==> config.mk <==
export PLATFORM = sky130hd
export DESIGN_NAME = l2_request_sequencer_flat
export DESIGN_NICKNAME = d
export VERILOG_FILES = /design/src/rtl/l2_sim_pkg.sv /design/src/rtl/l2_request_sequencer_if.sv /design/src/rtl/request_fifo.sv /design/src/rtl/l2_request_sequencer.sv /design/src/flat_wrapper.sv
export SDC_FILE = /design/constraint.sdc
export NUM_CORES = 1
export LEC_CHECK = 0
export ABC_AREA = 1
export CELL_PAD_IN_SITES_DETAIL_PLACEMENT = 2
export CELL_PAD_IN_SITES_GLOBAL_PLACEMENT = 2
export CORE_ASPECT_RATIO = 0.8
export CORE_MARGIN = 2
export CORE_UTILIZATION = 25
export DETAILED_ROUTE_END_ITERATION = 7
export PLACE_DENSITY_LB_ADDON = 0.1
export RECOVER_POWER = 50
export SKIP_CTS_REPAIR_TIMING = 1
export SYNTH_ARGS = -nofsm -noshare
export SYNTH_HDL_FRONTEND = slang
export SYNTH_HIERARCHICAL = 1
export SYNTH_SLANG_ARGS = --single-unit
==> constraint.sdc <==
create_clock -name clk -period 6.5 [get_ports clk]
set_input_delay 0.975 -clock clk [delete_from_list [all_inputs] [get_ports clk]]
set_output_delay 0.975 -clock clk [all_outputs]
set_load 0.01 [all_outputs]
==> src/rtl/l2_sim_pkg.sv <==
// l2_sim_pkg: opcode and FSM state enums plus ASCII request codes shared by the L2 request sequencer.
package l2_sim_pkg;
    typedef enum logic [3:0] {
        OP_DR = 4'd0, OP_DW = 4'd1, OP_IR = 4'd2, OP_SI = 4'd3, OP_SR = 4'd4,
        OP_SW = 4'd5, OP_SM = 4'd6, OP_ILL = 4'd7, OP_CLEAR = 4'd8, OP_DUMP = 4'd9
    } op_e;
    typedef enum logic [1:0] {S_IDLE, S_ISSUE, S_PULSE} state_e;
    localparam logic [15:0] L1_DR = 16'h4452;
    localparam logic [15:0] L1_DW = 16'h4457;
    localparam logic [15:0] L1_IR = 16'h4952;
    localparam logic [7:0] SH_I = 8'h49;
    localparam logic [7:0] SH_R = 8'h52;
    localparam logic [7:0] SH_W = 8'h57;
    localparam logic [7:0] SH_M = 8'h4D;
    function automatic logic [15:0] l1_code(input logic [3:0] op);
        return op == OP_DR ? L1_DR : op == OP_DW ? L1_DW : op == OP_IR ? L1_IR : 16'h0;
    endfunction
    function automatic logic [7:0] shared_code(input logic [3:0] op);
        return op == OP_SI ? SH_I : op == OP_SR ? SH_R : op == OP_SW ? SH_W : op == OP_SM ? SH_M : 8'h0;
    endfunction
endpackage

==> src/rtl/l2_request_sequencer_if.sv <==
// l2_request_sequencer_if: trace command handshake and L2 request/response signals.
interface l2_request_sequencer_if #(parameter int ADDR_W = 32);
    logic              cmd_valid;
    logic              cmd_ready;
    logic [3:0]        cmd_op;
    logic [ADDR_W-1:0] cmd_addr;
    logic              req_valid;
    logic [15:0]       l1_op;
    logic [7:0]        shared_op;
    logic [ADDR_W-1:0] req_addr;
    logic              req_done;
    logic              hit;
    logic              miss;
    modport master (
        input  cmd_valid, cmd_op, cmd_addr, req_done, hit, miss,
        output cmd_ready, req_valid, l1_op, shared_op, req_addr
    );
    modport slave (
        output cmd_valid, cmd_op, cmd_addr, req_done, hit, miss,
        input  cmd_ready, req_valid, l1_op, shared_op, req_addr
    );
endinterface

==> src/rtl/request_fifo.sv <==
// request_fifo: circular command buffer; an extra pointer bit separates full from empty.
module request_fifo #(
    parameter int W     = 8,
    parameter int DEPTH = 4
) (
    input  logic         clk,
    input  logic         rst,
    input  logic         push_i,
    input  logic         pop_i,
    input  logic [W-1:0] wdata_i,
    output logic [W-1:0] rdata_o,
    output logic         full_o,
    output logic         empty_o
);
    localparam int AW = $clog2(DEPTH);
    logic [W-1:0] mem_q [DEPTH];
    logic [AW:0]  wr_q, rd_q;
    assign empty_o = wr_q == rd_q;
    assign full_o  = (wr_q[AW] != rd_q[AW]) && (wr_q[AW-1:0] == rd_q[AW-1:0]);
    assign rdata_o = mem_q[rd_q[AW-1:0]];
    always_ff @(posedge clk) begin
        if (push_i && !full_o) mem_q[wr_q[AW-1:0]] <= wdata_i;
    end
    always_ff @(posedge clk or posedge rst) begin
        if (rst) begin
            wr_q <= '0;
            rd_q <= '0;
        end else begin
            if (push_i && !full_o) wr_q <= wr_q + 1'b1;
            if (pop_i && !empty_o) rd_q <= rd_q + 1'b1;
        end
    end
endmodule

==> src/rtl/l2_request_sequencer.sv <==
// l2_request_sequencer: buffers trace commands and issues them one at a time to the L2, keeping statistics.
module l2_request_sequencer
    import l2_sim_pkg::*;
#(
    parameter int ADDR_W     = 32,
    parameter int FIFO_DEPTH = 4,
    parameter int CNT_W      = 32
) (
    input  logic                   clk,
    input  logic                   rst,
    l2_request_sequencer_if.master bus,
    output logic                   clear_pulse_o,
    output logic                   dump_pulse_o,
    output logic [CNT_W-1:0]       read_count_o,
    output logic [CNT_W-1:0]       write_count_o,
    output logic [CNT_W-1:0]       hit_count_o,
    output logic [CNT_W-1:0]       miss_count_o,
    output logic [CNT_W-1:0]       illegal_count_o,
    output logic                   proto_err_o
);
    localparam int W = 4 + ADDR_W;
    state_e            state_q;
    logic [3:0]        op_q;
    logic              req_valid_q, clear_q, dump_q, proto_q;
    logic [15:0]       l1_q;
    logic [7:0]        sh_q;
    logic [ADDR_W-1:0] addr_q;
    logic [CNT_W-1:0]  rd_cnt_q, wr_cnt_q, hit_cnt_q, miss_cnt_q, ill_cnt_q;
    logic [W-1:0]      head;
    logic [3:0]        head_op;
    logic              full, empty, pop;
    function automatic logic [CNT_W-1:0] sat(input logic [CNT_W-1:0] v);
        return &v ? v : v + 1'b1;
    endfunction
    assign head_op       = head[W-1 -: 4];
    assign pop           = state_q == S_IDLE && !empty;
    assign bus.cmd_ready = !full;
    request_fifo #(.W(W), .DEPTH(FIFO_DEPTH)) u_fifo (
        .clk     (clk),
        .rst     (rst),
        .push_i  (bus.cmd_valid),
        .pop_i   (pop),
        .wdata_i ({bus.cmd_op, bus.cmd_addr}),
        .rdata_o (head),
        .full_o  (full),
        .empty_o (empty)
    );
    always_ff @(posedge clk or posedge rst) begin
        if (rst) begin
            state_q     <= S_IDLE;
            op_q        <= '0;
            req_valid_q <= 1'b0;
            clear_q     <= 1'b0;
            dump_q      <= 1'b0;
            proto_q     <= 1'b0;
            l1_q        <= '0;
            sh_q        <= '0;
            addr_q      <= '0;
            rd_cnt_q    <= '0;
            wr_cnt_q    <= '0;
            hit_cnt_q   <= '0;
            miss_cnt_q  <= '0;
            ill_cnt_q   <= '0;
        end else begin
            case (state_q)
                S_IDLE: if (!empty) begin
                    if (head_op <= OP_SM) begin
                        state_q     <= S_ISSUE;
                        req_valid_q <= 1'b1;
                        l1_q        <= l1_code(head_op);
                        sh_q        <= shared_code(head_op);
                        addr_q      <= head[ADDR_W-1:0];
                        op_q        <= head_op;
                    end else if (head_op == OP_CLEAR || head_op == OP_DUMP) begin
                        state_q <= S_PULSE;
                        clear_q <= head_op == OP_CLEAR;
                        dump_q  <= head_op == OP_DUMP;
                    end else ill_cnt_q <= sat(ill_cnt_q);
                end
                S_ISSUE: if (bus.req_done) begin
                    state_q     <= S_IDLE;
                    req_valid_q <= 1'b0;
                    l1_q        <= '0;
                    sh_q        <= '0;
                    if (op_q == OP_DR || op_q == OP_IR) rd_cnt_q <= sat(rd_cnt_q);
                    if (op_q == OP_DW) wr_cnt_q <= sat(wr_cnt_q);
                    // a data access with an ambiguous or absent result counts as a miss
                    if (op_q <= OP_IR) begin
                        if (bus.hit && !bus.miss) hit_cnt_q <= sat(hit_cnt_q);
                        else miss_cnt_q <= sat(miss_cnt_q);
                    end
                    if (bus.hit && bus.miss) proto_q <= 1'b1;
                end
                S_PULSE: begin
                    state_q <= S_IDLE;
                    clear_q <= 1'b0;
                    dump_q  <= 1'b0;
                    if (clear_q) begin
                        rd_cnt_q   <= '0;
                        wr_cnt_q   <= '0;
                        hit_cnt_q  <= '0;
                        miss_cnt_q <= '0;
                    end
                end
                default: state_q <= S_IDLE;
            endcase
        end
    end
    assign bus.req_valid   = req_valid_q;
    assign bus.l1_op       = l1_q;
    assign bus.shared_op   = sh_q;
    assign bus.req_addr    = addr_q;
    assign clear_pulse_o   = clear_q;
    assign dump_pulse_o    = dump_q;
    assign read_count_o    = rd_cnt_q;
    assign write_count_o   = wr_cnt_q;
    assign hit_count_o     = hit_cnt_q;
    assign miss_count_o    = miss_cnt_q;
    assign illegal_count_o = ill_cnt_q;
    assign proto_err_o     = proto_q;
endmodule

==> src/flat_wrapper.sv <==
// flat-port wrapper written by rule: the top's interface ports become plain ports
module l2_request_sequencer_flat import l2_sim_pkg::*;
#(
    parameter int ADDR_W     = 32,
    parameter int FIFO_DEPTH = 4,
    parameter int CNT_W      = 32
)
  (clk, rst, clear_pulse_o, dump_pulse_o, read_count_o, write_count_o, hit_count_o, miss_count_o, illegal_count_o, proto_err_o, bus_cmd_valid, bus_cmd_op, bus_cmd_addr, bus_req_done, bus_hit, bus_miss, bus_cmd_ready, bus_req_valid, bus_l1_op, bus_shared_op, bus_req_addr);
  l2_request_sequencer_if #(.ADDR_W(ADDR_W)) bus_i ();
  input  logic clk;
  input  logic rst;
  output logic clear_pulse_o;
  output logic dump_pulse_o;
  output logic [CNT_W-1:0] read_count_o;
  output logic [CNT_W-1:0] write_count_o;
  output logic [CNT_W-1:0] hit_count_o;
  output logic [CNT_W-1:0] miss_count_o;
  output logic [CNT_W-1:0] illegal_count_o;
  output logic proto_err_o;
  input wire logic [$bits(bus_i.cmd_valid)-1:0] bus_cmd_valid;
  input wire logic [$bits(bus_i.cmd_op)-1:0] bus_cmd_op;
  input wire logic [$bits(bus_i.cmd_addr)-1:0] bus_cmd_addr;
  input wire logic [$bits(bus_i.req_done)-1:0] bus_req_done;
  input wire logic [$bits(bus_i.hit)-1:0] bus_hit;
  input wire logic [$bits(bus_i.miss)-1:0] bus_miss;
  output wire logic [$bits(bus_i.cmd_ready)-1:0] bus_cmd_ready;
  output wire logic [$bits(bus_i.req_valid)-1:0] bus_req_valid;
  output wire logic [$bits(bus_i.l1_op)-1:0] bus_l1_op;
  output wire logic [$bits(bus_i.shared_op)-1:0] bus_shared_op;
  output wire logic [$bits(bus_i.req_addr)-1:0] bus_req_addr;
  assign bus_i.cmd_valid = bus_cmd_valid;
  assign bus_i.cmd_op = bus_cmd_op;
  assign bus_i.cmd_addr = bus_cmd_addr;
  assign bus_i.req_done = bus_req_done;
  assign bus_i.hit = bus_hit;
  assign bus_i.miss = bus_miss;
  assign bus_cmd_ready = bus_i.cmd_ready;
  assign bus_req_valid = bus_i.req_valid;
  assign bus_l1_op = bus_i.l1_op;
  assign bus_shared_op = bus_i.shared_op;
  assign bus_req_addr = bus_i.req_addr;
  l2_request_sequencer #(.ADDR_W(ADDR_W), .FIFO_DEPTH(FIFO_DEPTH), .CNT_W(CNT_W)) u_core (.clk(clk), .rst(rst), .bus(bus_i), .clear_pulse_o(clear_pulse_o), .dump_pulse_o(dump_pulse_o), .read_count_o(read_count_o), .write_count_o(write_count_o), .hit_count_o(hit_count_o), .miss_count_o(miss_count_o), .illegal_count_o(illegal_count_o), .proto_err_o(proto_err_o));
endmodule
==> results.py, run 1 <==
metrics = {
    "clocking": {
        "clkTransAtPathRegs_ps": 60,
        "cts_tree": "yes",
        "cts_root_buf": "clkbuf_16",
        "clock_path_buffers": 3,
        "cts.sinks": 361,
        "clock_latency_ps": 610,
        "htreeDepth": 2,
        "cts_buffers": 46,
    },
    "detailed_routing": {
        "dr_wl_met2_um": 32300,
        "wirelength_um": 70400,
        "ant_nets": 0,
        "drtPass1Iterations": 4,
        "routedWlPerCell_um": 19.0,
        "drt-met1-wl_um": 34500,
        "drc": 0,
        "vias_per_cell": 4.61,
        "drt_iter0_markers": 575,
        "wl_met3_um": 2520,
        "vias": 17100,
        "highest_layer": "met5",
    },
    "synthesis": {
        "synthFlopType": "dfrtp_1",
        "synth_area_um2": 19000,
        "synth_cell_types": 46,
        "synth_warnings": 6,
        "syn_inst": 2419,
        "syn_area_per_cell_um2": 7.86,
        "synth_edf_count": 144,
        "ys_ff_latch": 361,
        "ys_seq_area_frac": 0.513,
        "synthArstFlopShare": 0.601,
    },
    "global_routing": {
        "antenna_found_initial": 9,
        "grt_overflow_total": 0,
        "grt_max_degree": 149,
        "grt_usage": 0.179,
        "grt_pass1_wl_um": 111000,
        "grt_pass1_vias": 18800,
    },
    "timing": {
        "finalHoldViolCount": 0,
        "maxSlewHeadroom": -1.02,
        "fin_crit_sh": 0.697,
        "skew_ps": 28.5,
        "setup_viol": 0,
        "fmax_mhz": 221,
        "tightest_slew_ps": 3020,
        "finalWorstSetupSlack_ps": 1970,
        "setup_tns_ps": 0,
        "rsz0062_at_grt": "false",
        "period_minus_slack_ps": 4530,
        "drv_slew": 130,
    },
    "worst_setup_path": {
        "crit_fanout": 45,
        "critPathCaptureType": "async pin",
        "worst_setup_path_start_kind": "input pin",
        "r2r_setup_slack_ps": 2140,
        "crit_type": "in2async",
        "cp.required_ps": 6530,
        "worstPathArrival_ps": 4560,
    },
    "floorplan": {
        "num_rows": 90,
        "initial_core_util": 0.252,
        "coreArea_um2": 75300,
        "die_w_um": 312,
        "num_io_pins": 263,
        "die_height_um": 251,
        "die_area_um2": 78300,
    },
    "layout": {
        "fin_util": 0.320,
        "area_delta_synth_final_pct": 26.8,
        "register_area_um2": 9760,
        "fill_cells": 8620,
        "nets": 2708,
        "drive_above_1_share": 0.0657,
        "multi_input_area_um2": 8010,
    },
    "power_and_ir_drop": {
        "p_per_area_nw_per_um2": 366,
        "p_leak_nw": 9.54,
        "power_w": 0.00881,
        "max-vdd-ir-drop_uv": 223,
    },
    "worst_hold_path": {
        "min_path_type": "reg2reg",
    },
    "placement": {
        "port_buffers": 253,
        "pre_cts_slack_ps": 2360,
        "routabilityCongestion": 0.790,
        "hpwlAfterDp_um": 49200,
    },
    "outcome": {
        "status": "complete, but fails checks",
        "violations": "capacitance limit, slew limit",
    },
    "run": {
        "max_cap_viol_count": 4,
    },
}
kinds of logic (layout without fill, tap and decap cells):
group,count (synthesis),in the layout,synth area share
buffers and inverters,269,536,0.0675
other,1,13,0.000197
adder cells (fa/ha/maj),10,10,0.00658
XOR/XNOR,32,32,0.0157
AND/OR/NAND/NOR,1457,1457,0.315
AO/OA/AOI/OAI,289,289,0.0823
flip-flops,361,361,0.513
per-layer routing:
layer,vias to the layer above,GRT usage
li1,8246,-
met1,8591,0.245
met4,12,0.0363
met3,66,0.0325
met2,191,0.295
met5,-,0
final timing paths:
check                                   startpoint                      end  cells after the start
setup / recovery                               rst   u_core/hit_count_o[25]                      3
hold / removal             u_core/bus.shared_op[2]  u_core/bus.shared_op[2]                      2
setup reg to reg                 u_core/state_q[1]   u_core/read_count_o[6]                      7
hold reg to reg            u_core/bus.shared_op[2]  u_core/bus.shared_op[2]                      2
max in group clk                 u_core/state_q[1]   u_core/read_count_o[6]                      7
min in group asynchronous                      rst    u_core/u_fifo/wr_q[0]                      2
state kept, by name (all words and copies together) (netlist names):
signal	flops
u_core/write_count_o	32
u_core/bus.req_valid	1
u_core/read_count_o	32
u_core/u_fifo/rd_q	3
u_core/bus.shared_op	5
u_core/clear_pulse_o	1
u_core/proto_err_o	1
u_core/miss_count_o	32
u_core/op_q	4
u_core/state_q	2
u_core/bus.req_addr	32
u_core/u_fifo/wr_q	3
u_core/hit_count_o	32
u_core/dump_pulse_o	1
u_core/illegal_count_o	32
u_core/u_fifo/mem_q	144
u_core/bus.l1_op	4
cell type report:
class | instances | area share
diodes | 4 | 0.000415
clock buffers | 53 | 0.0510
clock inverters | 33 | 0.0209
inverters | 180 | 0.0282
multi-input cells | 1797 | 0.332
flip-flops and latches | 361 | 0.405
well taps | 1012 | 0.0525
repair buffers | 270 | 0.110
metrics by stage:
step | cell area, um^2 | std cells | hold slack (ps)
after floorplan | 19100 | 2427 | 450
after global placement | 22400 | 3620 | 461
after detailed placement | 22400 | 3620 | 469
after CTS | 24200 | 3706 | 486
after global routing | 24100 | 3707 | 507
final | 24100 | 3710 | 477
critical path, cell delays in order:
cell	delay, ps
dlygate4sd3_1	610
clkinvlp_2	700
clkbuf_1	2190
power by group:
group / leakage [nW] / internal, W / switching [W]
Combinational: 4.46 / 0.000850 / 0.00196
Sequential: 4.24 / 0.00282 / 0.000244
Clock: 0.836 / 0.00181 / 0.00113
synth_stat cells, types with 10 or more instances:
cell      number  share of area
nand3b_1      11         0.0043
ha_1          10         0.0066
edfxtp_1     144           0.23
xnor2_1       16         0.0074
nand2_1      870           0.17
a21oi_1       27         0.0071
nor2_1       350          0.069
o21ai_1      103          0.027
o21bai_1      10         0.0039
xor2_1        15         0.0069
nand2_2       24         0.0079
buf_2         19         0.0050
clkbuf_1      25         0.0049
nor3_1        17         0.0045
o21ai_0       98          0.026
nand3_1      137          0.036
dfrtp_1      217           0.29
buf_4         27          0.011
inv_1        171          0.034
nand4_1       10         0.0033
or2_2         15         0.0049
o22ai_1       36          0.012
buf_6         15         0.0089
cell usage in the layout, fill, tap and decap left out, types with 71 or more instances in the layout:
cell / instances
edfxtp_1: 144
nand3_1: 137
clkdlybuf4s50_1: 182
inv_1: 170
nor2_1: 346
dfrtp_1: 216
o21ai_0: 99
nand2_1: 870
dlygate4sd3_1: 71
o21ai_1: 103
(Power assumes the default switching activity.)
==> run 2: changes to the inputs <==
Clock period 6.5 ns to 4.54 ns, I/O delays scaled along.
==> run 2 against run 1 <==
  * The run still ends with capacitance limit, slew limit left
  * Combinational power increased by 44%
  * Global-route usage up 0.13 points
  * Flip-flop and latch count stayed put
  * Sequential power rose by 45%
  * Register-to-register slack lost 1300 ps
  * Non-clock buffer count rose by 6
  * Cell count unchanged
  * Critical endpoint is now u_core/illegal_count_o[19]
  * Largest power group unchanged
==> results.py, run 2 (synthesized netlist as in run 1, its figures left out) <==
metrics = {
    "detailed_routing": {
        "drt_iter0_markers": 689,
        "vias_per_cell": 4.65,
        "routedWlPerCell_um": 19.1,
        "ant_nets": 0,
        "wirelength_um": 70900,
        "vias": 17200,
        "drtPass1Iterations": 4,
        "drc": 0,
    },
    "timing": {
        "fmax_mhz": 268,
        "maxSlewHeadroom": -0.734,
        "skew_ps": 26.5,
        "tightest_slew_ps": 2600,
        "setup_tns_ps": 0,
        "finalHoldViolCount": 0,
        "fin_crit_sh": 0.822,
        "rsz0062_at_grt": "false",
        "period_minus_slack_ps": 3730,
        "whs_ps": 475,
        "drv_slew": 188,
        "setup_viol": 0,
    },
    "clocking": {
        "cts_root_buf": "clkbuf_16",
        "cts.sinks": 361,
        "htreeDepth": 2,
        "clock_path_buffers": 3,
        "clkTransAtPathRegs_ps": 60,
        "clock_latency_ps": 590,
        "cts_tree": "yes",
        "cts_buffers": 45,
    },
    "layout": {
        "area_delta_synth_final_pct": 26.1,
        "drive_above_1_share": 0.0627,
        "final_cell_mix": "nand2_1, nor2_1, dfrtp_1",
        "fill_cells": 8650,
        "final_common_cell": "nand2_1",
        "largest_reg_flops": 144,
        "nets": 2713,
    },
    "outcome": {
        "status": "complete, but fails checks",
        "violations": "capacitance limit, slew limit",
    },
    "worst_setup_path": {
        "path_cells": "inv_4, o21ai_0, o22ai_1, nand2_1, inv_2, o21ai_1, nor3_1, nand2_2, buf_4, inv_2, nand2_1, nand2_1",
        "cp_common_cell": "nand2_1",
        "critPathCaptureType": "register",
        "crit_type": "reg2reg",
        "cpPeakStageDelay_ps": 600,
        "path_buf_inv": 4,
        "crit_fanout": 46,
        "cp.required_ps": 5060,
        "crit_slowest_cell": "dfrtp_1",
        "path_delay_family": "buffers and inverters",
        "worst_setup_path_start_kind": "register",
        "worstPathArrival_ps": 4250,
    },
    "power_and_ir_drop": {
        "p_leak_nw": 9.66,
        "p_per_area_nw_per_um2": 516,
        "max-vdd-ir-drop_uv": 303,
    },
    "floorplan": {
        "initial_core_util": 0.252,
        "num_rows": 90,
        "num_io_pins": 263,
        "die_height_um": 251,
        "die_w_um": 312,
        "die_area_um2": 78300,
        "coreArea_um2": 75300,
    },
    "worst_hold_path": {
        "min_path_type": "reg2reg",
    },
    "run": {
        "max_cap_viol_count": 5,
    },
    "global_routing": {
        "grt_overflow_total": 0,
        "grt_max_degree": 77,
        "grt_pass1_wl_um": 112000,
        "grt_usage": 0.180,
        "grt_pass1_vias": 19100,
        "antenna_found_initial": 6,
    },
    "placement": {
        "routabilityCongestion": 0.806,
        "port_buffers": 253,
        "hpwlAfterDp_um": 49900,
    },
}
[run 2: path summary, 6_finish.rpt]
check / cells after the start / slack, ps / from / end
max in group asynchronous: 3 / 900 / rst / u_core/bus.req_addr[0]
max: 12 / 810 / u_core/u_fifo/rd_q[0] / u_core/illegal_count_o[19]
max reg2reg: 12 / 810 / u_core/u_fifo/rd_q[0] / u_core/illegal_count_o[19]
min reg2reg: 2 / 470 / u_core/bus.req_addr[24] / u_core/bus.req_addr[24]
min: 2 / 470 / u_core/bus.req_addr[24] / u_core/bus.req_addr[24]
min in group asynchronous: 2 / 510 / rst / u_core/u_fifo/wr_q[1]
[run 2: worst reg2reg max path: stages (launching register included)]
cell and delay (ps):
dfrtp_1 600, inv_4 510, o21ai_0 170, o22ai_1 500, nand2_1 140, inv_2 90, o21ai_1 100, nor3_1 380
nand2_2 80, buf_4 280, inv_2 560, nand2_1 160, nand2_1 100
[run 2: cell type report]
type,count,area (um^2),share of cell area
Inverter,180,679,0.0283
Sequential cell,361,9750,0.407
Clock inverter,22,327,0.0136
Clock buffer,61,1260,0.0524
Multi-Input combinational cell,1797,7980,0.333
Antenna cell,1,2.50,0.000104
Timing Repair Buffer,276,2720,0.113
Tap cell,1012,1270,0.0528
[run 2: metrics by stage]
| stage | cells | setup WS, ps | power [W] | area (um^2) | utilization |
|---|---|---|---|---|---|
| after floorplan | 2427 | 1120 | 0.00708 | 19100 | - |
| after global placement | 3626 | 1010 | 0.00861 | 22500 | 0.299 |
| after detailed placement | 3626 | 879 | 0.00880 | 22500 | 0.299 |
| after CTS | 3709 | 836 | 0.0128 | 24100 | 0.320 |
| after global routing | 3709 | 315 | 0.0133 | 24000 | 0.318 |
| final | 3710 | 807 | 0.0124 | 24000 | 0.318 |
[run 2: metal layers]
metal  part of all wire  GRT usage  up-vias
met4              0.017     0.0357        6
met5            0.00048          0        -
li1                   -          -     8247
met3              0.035     0.0284       87
met2               0.47      0.302      228
met1               0.48      0.247     8671
[run 2: report_power, final]
| group | total [W] | switching (W) | leakage (nW) | internal [W] |
|---|---|---|---|---|
| registers | 0.00446 | 0.000418 | 4.25 | 0.00404 |
| clock network | 0.00388 | 0.00153 | 0.775 | 0.00235 |
| logic | 0.00404 | 0.00281 | 4.64 | 0.00122 |
